## src/rtl/lot_occupancy_pkg.sv

```systemverilog
`default_nettype none
// ============================================================================
// Module   : lot_occupancy_pkg
// Brief    : Shared lane FSM state encoding and helpers for the lot counter.
// Revision : 1.0 - initial release
// ============================================================================
package lot_occupancy_pkg;

    localparam int c_max_lanes = 8;

    typedef enum logic [2:0] {
        IDLE = 3'd0,
        EN1  = 3'd1,
        EN2  = 3'd2,
        EN3  = 3'd3,
        EX1  = 3'd4,
        EX2  = 3'd5,
        EX3  = 3'd6
    } lane_state_e;

    function automatic logic [3:0] popcount8(input logic [c_max_lanes-1:0] v);
        logic [3:0] n;
        n = '0;
        for (int i = 0; i < c_max_lanes; i++) begin
            n = n + {3'b000, v[i]};
        end
        return n;
    endfunction

endpackage
`default_nettype wire

```

## src/rtl/lot_occupancy_counter_lane_decoder.sv

```systemverilog
`default_nettype none
// ============================================================================
// Module   : lot_lane_decoder
// Brief    : One lane: synchronise and debounce both beams, decode direction.
// Options  : LOT_DEBOUNCE_EN - debouncers present (otherwise sync only)
// Revision : 1.0 - initial release
// ============================================================================
module lot_lane_decoder
    import lot_occupancy_pkg::*;
#(
    parameter int DB_CYCLES = 20
) (
    input  logic clk,
    input  logic reset,
    input  logic a,
    input  logic b,
    output logic db_a,
    output logic db_b,
    output logic enter,
    output logic exit
);

    logic [1:0] w_raw;
    logic [1:0] w_db;
    logic [1:0] w_ab;

    assign w_raw = {b, a};

    for (genvar i = 0; i < 2; i++) begin : g_bit
        logic r_s1;
        logic r_s2;

        always_ff @(posedge clk or posedge reset) begin
            if (reset) begin
                r_s1 <= 1'b0;
                r_s2 <= 1'b0;
            end else begin
                r_s1 <= w_raw[i];
                r_s2 <= r_s1;
            end
        end

`ifdef LOT_DEBOUNCE_EN
        localparam int c_cnt_w = $clog2(DB_CYCLES + 1);
        localparam logic [c_cnt_w-1:0] c_last = c_cnt_w'(DB_CYCLES - 1);

        logic [c_cnt_w-1:0] r_cnt;
        logic               r_db;

        // Any sample agreeing with the accepted level restarts the run.
        always_ff @(posedge clk or posedge reset) begin
            if (reset) begin
                r_cnt <= '0;
                r_db  <= 1'b0;
            end else if (r_s2 == r_db) begin
                r_cnt <= '0;
            end else if (r_cnt == c_last) begin
                r_cnt <= '0;
                r_db  <= r_s2;
            end else begin
                r_cnt <= r_cnt + 1'b1;
            end
        end

        assign w_db[i] = r_db;
`else
        assign w_db[i] = r_s2;
`endif
    end

    assign db_a = w_db[0];
    assign db_b = w_db[1];
    assign w_ab = {w_db[0], w_db[1]};

    lane_state_e r_state;
    lane_state_e w_state_nxt;
    logic        r_enter;
    logic        r_exit;
    logic        w_enter_nxt;
    logic        w_exit_nxt;

    always_ff @(posedge clk or posedge reset) begin
        if (reset) begin
            r_state <= IDLE;
            r_enter <= 1'b0;
            r_exit  <= 1'b0;
        end else begin
            r_state <= w_state_nxt;
            r_enter <= w_enter_nxt;
            r_exit  <= w_exit_nxt;
        end
    end

    // w_ab is {a, b}: entries see a first, exits see b first.
    always_comb begin
        w_state_nxt = r_state;
        w_enter_nxt = 1'b0;
        w_exit_nxt  = 1'b0;
        case (r_state)
            IDLE: begin
                if (w_ab == 2'b10)      w_state_nxt = EN1;
                else if (w_ab == 2'b01) w_state_nxt = EX1;
            end
            EN1: begin
                case (w_ab)
                    2'b11:   w_state_nxt = EN2;
                    2'b10:   w_state_nxt = EN1;
                    default: w_state_nxt = IDLE;
                endcase
            end
            EN2: begin
                case (w_ab)
                    2'b01:   w_state_nxt = EN3;
                    2'b10:   w_state_nxt = EN1;
                    2'b11:   w_state_nxt = EN2;
                    default: w_state_nxt = IDLE;
                endcase
            end
            EN3: begin
                case (w_ab)
                    2'b00: begin
                        w_state_nxt = IDLE;
                        w_enter_nxt = 1'b1;
                    end
                    2'b11:   w_state_nxt = EN2;
                    2'b01:   w_state_nxt = EN3;
                    default: w_state_nxt = IDLE;
                endcase
            end
            EX1: begin
                case (w_ab)
                    2'b11:   w_state_nxt = EX2;
                    2'b01:   w_state_nxt = EX1;
                    default: w_state_nxt = IDLE;
                endcase
            end
            EX2: begin
                case (w_ab)
                    2'b10:   w_state_nxt = EX3;
                    2'b01:   w_state_nxt = EX1;
                    2'b11:   w_state_nxt = EX2;
                    default: w_state_nxt = IDLE;
                endcase
            end
            EX3: begin
                case (w_ab)
                    2'b00: begin
                        w_state_nxt = IDLE;
                        w_exit_nxt  = 1'b1;
                    end
                    2'b11:   w_state_nxt = EX2;
                    2'b10:   w_state_nxt = EX3;
                    default: w_state_nxt = IDLE;
                endcase
            end
            default: w_state_nxt = IDLE;
        endcase
    end

    assign enter = r_enter;
    assign exit  = r_exit;

endmodule
`default_nettype wire

```

## src/rtl/lot_occupancy_counter.sv

```systemverilog
`default_nettype none
// ============================================================================
// Module   : lot_occupancy_counter
// Brief    : Multi-lane parking-lot occupancy counter with saturating count.
// Options  : LOT_DEBOUNCE_EN - per-sensor debouncers in each lane decoder
// Revision : 1.0 - initial release
// ============================================================================
module lot_occupancy_counter
    import lot_occupancy_pkg::*;
#(
    parameter  int LANES     = 2,
    parameter  int CAPACITY  = 200,
    parameter  int DB_CYCLES = 20,
    localparam int CNT_W     = $clog2(CAPACITY + 1)
) (
    input  logic             clk,
    input  logic             reset,
    input  logic [LANES-1:0] a,
    input  logic [LANES-1:0] b,
    input  logic             clr,
    output logic [LANES-1:0] db_a,
    output logic [LANES-1:0] db_b,
    output logic [LANES-1:0] enter,
    output logic [LANES-1:0] exit,
    output logic [CNT_W-1:0] count,
    output logic             full,
    output logic             empty,
    output logic             err_ovf,
    output logic             err_udf
);

    localparam int                        c_sum_w = CNT_W + 4;
    localparam logic signed [c_sum_w-1:0] c_cap_s = c_sum_w'(CAPACITY);
    localparam logic [CNT_W-1:0]          c_cap   = CNT_W'(CAPACITY);

    for (genvar l = 0; l < LANES; l++) begin : g_lane
        lot_lane_decoder #(
            .DB_CYCLES (DB_CYCLES)
        ) u_lane (
            .clk   (clk),
            .reset (reset),
            .a     (a[l]),
            .b     (b[l]),
            .db_a  (db_a[l]),
            .db_b  (db_b[l]),
            .enter (enter[l]),
            .exit  (exit[l])
        );
    end

    logic [c_max_lanes-1:0]     w_enter8;
    logic [c_max_lanes-1:0]     w_exit8;
    logic [3:0]                 w_n_en;
    logic [3:0]                 w_n_ex;
    logic signed [c_sum_w-1:0]  w_sum;
    logic [CNT_W-1:0]           r_count;
    logic                       r_ovf;
    logic                       r_udf;

    always_comb begin
        w_enter8             = '0;
        w_exit8              = '0;
        w_enter8[LANES-1:0]  = enter;
        w_exit8[LANES-1:0]   = exit;
    end

    assign w_n_en = popcount8(w_enter8);
    assign w_n_ex = popcount8(w_exit8);

    // Wide enough that count + 8 and 0 - 8 never wrap.
    assign w_sum = {4'b0000, r_count} + {{CNT_W{1'b0}}, w_n_en} - {{CNT_W{1'b0}}, w_n_ex};

    always_ff @(posedge clk or posedge reset) begin
        if (reset) begin
            r_count <= '0;
            r_ovf   <= 1'b0;
            r_udf   <= 1'b0;
        end else if (clr) begin
            r_count <= '0;
            r_ovf   <= 1'b0;
            r_udf   <= 1'b0;
        end else if (w_sum[c_sum_w-1]) begin
            r_count <= '0;
            r_udf   <= 1'b1;
        end else if (w_sum > c_cap_s) begin
            r_count <= c_cap;
            r_ovf   <= 1'b1;
        end else begin
            r_count <= w_sum[CNT_W-1:0];
        end
    end

    assign count   = r_count;
    assign full    = (r_count == c_cap);
    assign empty   = (r_count == '0);
    assign err_ovf = r_ovf;
    assign err_udf = r_udf;

endmodule
`default_nettype wire

```

## config.mk

```make
export PLATFORM = sky130hd
export DESIGN_NAME = lot_occupancy_counter
export DESIGN_NICKNAME = d
export VERILOG_FILES = /design/src/rtl/lot_occupancy_pkg.sv /design/src/rtl/lot_occupancy_counter_lane_decoder.sv /design/src/rtl/lot_occupancy_counter.sv
export SDC_FILE = /design/constraint.sdc
export NUM_CORES = 1
export LEC_CHECK = 0
export CAP_MARGIN = 10
export CORE_UTILIZATION = 55
export CTS_CLUSTER_DIAMETER = 120
export DETAILED_ROUTE_END_ITERATION = 10
export PLACE_DENSITY = 0.92
export SLEW_MARGIN = 20
export SYNTH_ARGS = -nofsm -noshare
export SYNTH_HDL_FRONTEND = slang
export SYNTH_SLANG_ARGS = --single-unit
```

## constraint.sdc

```tcl
create_clock -name clk -period 3.9 [get_ports clk]
set_input_delay 0.78 -clock clk [delete_from_list [all_inputs] [get_ports clk]]
set_output_delay 0.78 -clock clk [all_outputs]
set_load 0.005 [all_outputs]
```

# == Yosys cells after proc, flatten, opt, wreduce, memory -nomap -nowiden ==
# Cells that the tools add are included.
# word_totals
reg_bits,28
latchBits,0
ramBits,0
mem_bits_ro,0
input_bits,7
output_inout_bits,20
wordCells,84
memories,0
# classes
n_addsub,4
n_mul,0
div,0
magnitude_cmp,1
n_eq_ne,22
shift,0
mux,32
n_bitwise,0
reduce_logical,8
# op_table
operator,count
$pmux 3 s7,2
$mux 8,3
$pmux 3 s2,4
$eq 3x3->1 const B,6
$pmux 3 s3,2
$pmux 2 s2,4
$eq 3x2->1 const B,4
$mux 3,4
$pmux 2 s3,2
$mux 1,11
$gt 10x9->1 const B,1
$sub 9x2->10,1
$add 8x2->9,1
$eq 2x2->1 const B,4
$eq 8x8->1 const B,1
$logic_not 8->1,1
$eq 3x1->1 const B,2
$logic_not 3->1,2
$ne 3x1->1 const B,2
$add 1x1->2,2
$eq 2x1->1 const B,2
$logic_not 2->1,2
$reduce_bool 2->1,2
$ne 2x2->1 const B,1
$reduce_and 2->1,1

# == Longest topological paths before layout ==
# logic_depth
ltp_word,7
depth_mapped,12
ltp_nobuf,12

# == Modules after synthesis ==
# From an unflattened synthesis, not the netlist that was laid out.
# hier_totals
cells_unflattened,184
hier_area_um2,1899.3
# modules_own_cells
mod,instances,cells_each,area_each_um2,seq_area_each_um2
lot_lane_decoder,2,41,478.0,225.2
lot_occupancy_counter,1,102,943.4,250.2

# == Worst setup path before layout ==
# OpenSTA, ideal clock, no wires.
# synth_timing
kind,register to register
startpoint,reg g_lane[0].u_lane.r_exit
endpoint,"reg r_count[3], in the netlist count[3]"
setup_time_ns,0.124
arrival_time_ns,2.698
required_ns,3.776
path_slack_ns,1.079
path_stages_with_launch,13
path_buffers,0
period_less_slack_ns,2.821
path_cell_list,dfrtp_1 > inv_1 > fa_1 > inv_1 > fa_1 > inv_1 > ha_1 > fa_1 > nand2b_1 > a2111o_1 > o211ai_1 > a311oi_2 > o31a_1
# synth_via
elab_chain_len,6
# synth_rtl
item,line,source
start: declaration,lot_occupancy_counter_lane_decoder.sv:78,logic r_exit;
start signal: assignment,lot_occupancy_counter_lane_decoder.sv:90,r_exit <= w_exit_nxt;
$add 1x1->2 *,lot_occupancy_pkg.sv:25,"n = n + {3'b000, v[i]};"
$sub 9x2->10 *,lot_occupancy_counter.sv:71,"assign w_sum = {4'b0000, r_count} + {{CNT_W{1'b0}}, w_n_en} - {{CNT_W{1'b0}}, w_n_ex};"
$gt 10x9->1,lot_occupancy_counter.sv:85,end else if (w_sum > c_cap_s) begin
$mux 8,lot_occupancy_counter.sv:85,
$mux 8 *,lot_occupancy_counter.sv:82,end else if (w_sum[c_sum_w-1]) begin
$mux 8 *,lot_occupancy_counter.sv:78,end else if (clr) begin
end signal: assignment,lot_occupancy_counter.sv:86,r_count <= c_cap;
end signal: assignment,lot_occupancy_counter.sv:89,r_count <= w_sum[CNT_W-1:0];
end: declaration,lot_occupancy_counter.sv:56,logic [CNT_W-1:0] r_count;
# Mark *: on every way between the ends. The rest lies on a longest branch, timed or not.
# A chain may end at the register's enable or synchronous reset.

# == Worst setup path after layout ==
# Ends and elaborated chain as after synthesis.

==> results.toml <==
[global_routing]
antenna_found_initial = 0
grt_overflow = 0
grt_use_total_pct = 21.1
grt_pass1_wl_mm = 6.62
grt_start_max_net_pins = 29
grt_pass1_vias = 1420

[critical_path]
worstReg2RegEnd = "count[3]$_DFF_PP0_"
cp-start-kind = "flop"
r2r_setup_slack_ps = 680
critical_path_arrival_ps = 3490
required_ps = 4160
timing.rr.start = "g_lane[0].u_lane.exit$_DFF_PP0_"
end_kind = "flop"
crit_fanout = 5
path_class = "reg -> reg"
r2r.worst_path.cells = 12

[detailed_routing]
vias_per_cell = 5.52
drt-initial-drc-count = 77
drt_wl_total_mm = 3.76
drc_errors = 0
ant_nets = 0
wl_per_cell_um = 14.0
dr_total_vias = 1484
drt_pass1_iterations = 4

[logic_synthesis]
synthesis.nets = 246
avgSynthCellArea_sq_um = 9.80
ys_seq_area_share_pct = 34.7
synthFlopType = "dfrtp_1"
synth_area_leaders = "dfrtp_1 35%, ha_1 19%, inv_1 5.4%, fa_1 3.0%, buf_4 3.0%"
synth_top_cell_area_share_pct = 34.7
ys_warn_count = 0
synth_edf_count = 0
synth_cells = 206
synthDistinctLibCells = 40
async_reset_ff_share_pct = 100
ys_seq_elements = 28
synthesis.area_sq_mm = 0.00202
yosysTopAreaCell = "dfrtp_1"

[floorplan]
core_sq_mm = 0.00342
die-area_sq_mm = 0.00392
rows = 21
dieWidth_um = 62.6
io_pins = 27
die_h_um = 62.6
start_util_pct = 59.1

[timing]
period_needed_ps = 3220
skew_ps = 7.04
setup_violations = 0
whs_ps = 366
rsz0062_at_grt = "false"
maxSlewViolCount = 0
setup-tns-final_ps = 0
max_freq_mhz = 310
worstMarginPinSlew_ps = 598
hold_viol_final = 0
worst_slack_ps = 675
slew_headroom_pct = 59.9
fin_crit_sh_pct = 82.7

[clock_tree]
cts.reportedPaths.clkPinSlew_ps = 150
worstSkewPairLatency_ps = 320
cts_setup_buffers = 0
root_buffer = "clkbuf_4"
cts_resized = 0
clock_path_buffers = 2
numCtsBuffers = 3
cts_tree = "yes"
clock_sinks = 28
postCtsHoldBufs = 0
ctsHtreeMaxLevel = 1

[power_and_ir_drop]
p_per_area_mw_per_mm2 = 725
ir_drop_uv = 402
leakagePower_nw = 1.05

[placed_design]
gp_congestion = 0.850
io_buffers = 26
place_area_sq_mm = 0.00226
placedCellCount = 265
pre_cts_slack_ps = 747
dp_hpwl_mm = 2.88

[hold_path]
hold_end = "g_lane[1].u_lane.db_b$_DFF_PP0_"
min-delay-start = "g_lane[1].u_lane.g_bit[1].r_s1$_DFF_PP0_"
holdPathStages = 0
hp-class = "reg -> reg"

[cells_and_area]
fin_area_sq_mm = 0.00231
layoutNonFillerInstCount = 269
drive_gt1_share_pct = 5.38
nets = 264
final_cell_mix = "30 x ha_1, 28 x inv_1, 28 x dfrtp_1"
final_common_cell = "ha_1"
areaGrowthSynthToFinish_pct = 14.4
num_antenna_cells = 0

[outcome]
status = "completed"

[job]
maxCapViolCount = 0
worst max-delay path: stages, from the launching register on:
cell	delay, ps
dfrtp_1	380
inv_1	60
fa_1	520
inv_1	50
fa_1	360
inv_1	70
ha_1	180
fa_1	230
nand2b_1	120
a211oi_1	300
o211ai_1	230
a311oi_2	460
o31a_1	200
per-stage QoR:
step | util [%] | power, mW
floorplan | - | 1.21
global placement | 66.1 | 1.42
detailed placement | 66.1 | 1.46
CTS | 67.6 | 1.66
global route | 67.6 | 1.80
finish | 67.6 | 1.67
flip-flops by register name, summed over array words and instances, names as in the netlist:
register / flops
count: 8
err_ovf: 1
err_udf: 1
g_lane.u_lane.db_a: 2
g_lane.u_lane.db_b: 2
g_lane.u_lane.enter: 2
g_lane.u_lane.exit: 2
g_lane.u_lane.g_bit.r_s1: 4
g_lane.u_lane.r_state: 6
logic make-up after synthesis:
logic type	count (synthesis)	share of synthesized area (%)
compound gates	39	14.8
fa+ha+maj	33	21.6
flops	28	34.7
xor+xnor	6	2.98
buf+inv	42	9.30
simple gates	57	15.6
mux	1	1.12
report_power, final:
group	switching (mW)	internal (mW)	total, mW
Sequential	0.0963	0.353	0.449
Clock	0.0839	0.104	0.188
Combinational	0.566	0.471	1.04
Total	0.746	0.928	1.67
cells in the mapped netlist, drive strengths merged (3+ instances only):
| cell type | number |
|---|---|
| xnor2 | 3 |
| inv | 29 |
| fa | 3 |
| nand2b | 4 |
| nor4 | 5 |
| nor3b | 4 |
| nor2b | 3 |
| nand2 | 11 |
| ha | 30 |
| o21ai | 6 |
| and3 | 4 |
| dfrtp | 28 |
| nor3 | 4 |
| nor4b | 3 |
| a21oi | 11 |
| xor2 | 3 |
| clkbuf | 5 |
| buf | 8 |
| nor2 | 13 |
| nand3 | 4 |
| a211oi | 4 |
worst max-delay path by stage:
| stage | start | endpoint | slack (ps) | cells after the start |
|---|---|---|---|---|
| after global placement | g_lane[0].u_lane.exit$_DFF_PP0_ | count[1]$_DFF_PP0_ | 930 | 12 |
| after CTS | g_lane[0].u_lane.exit$_DFF_PP0_ | count[3]$_DFF_PP0_ | 690 | 12 |
| final | g_lane[0].u_lane.exit$_DFF_PP0_ | count[3]$_DFF_PP0_ | 680 | 12 |
| after floorplan | g_lane[0].u_lane.exit$_DFF_PP0_ | count[3]$_DFF_PP0_ | 1080 | 12 |
| after detailed placement | g_lane[0].u_lane.exit$_DFF_PP0_ | count[3]$_DFF_PP0_ | 750 | 12 |
| after global routing | g_lane[0].u_lane.exit$_DFF_PP0_ | count[3]$_DFF_PP0_ | 460 | 12 |
layer usage:
metal / GRT usage [%] / routed length, um / vias to the layer above / share of wire [%]
met2: 36.1 / 1900 / 47 / 51
met3: 1.64 / 125 / 2 / 3.3
li1: - / - / 729 / -
met5: 0 / 0 / - / 0
met4: 4.36 / 20 / 0 / 0.53
met1: 29.4 / 1710 / 706 / 46
cell type report:
class | instances | area, sq um
clock buffer | 3 | 22.5
clock inverter | 1 | 30.0
fill | 254 | 1110
inverter | 29 | 109
multi-input combinational | 136 | 1130
sequential | 28 | 701
tap | 46 | 57.6
timing repair buffer | 26 | 260
(Power assumes the default switching activity.)
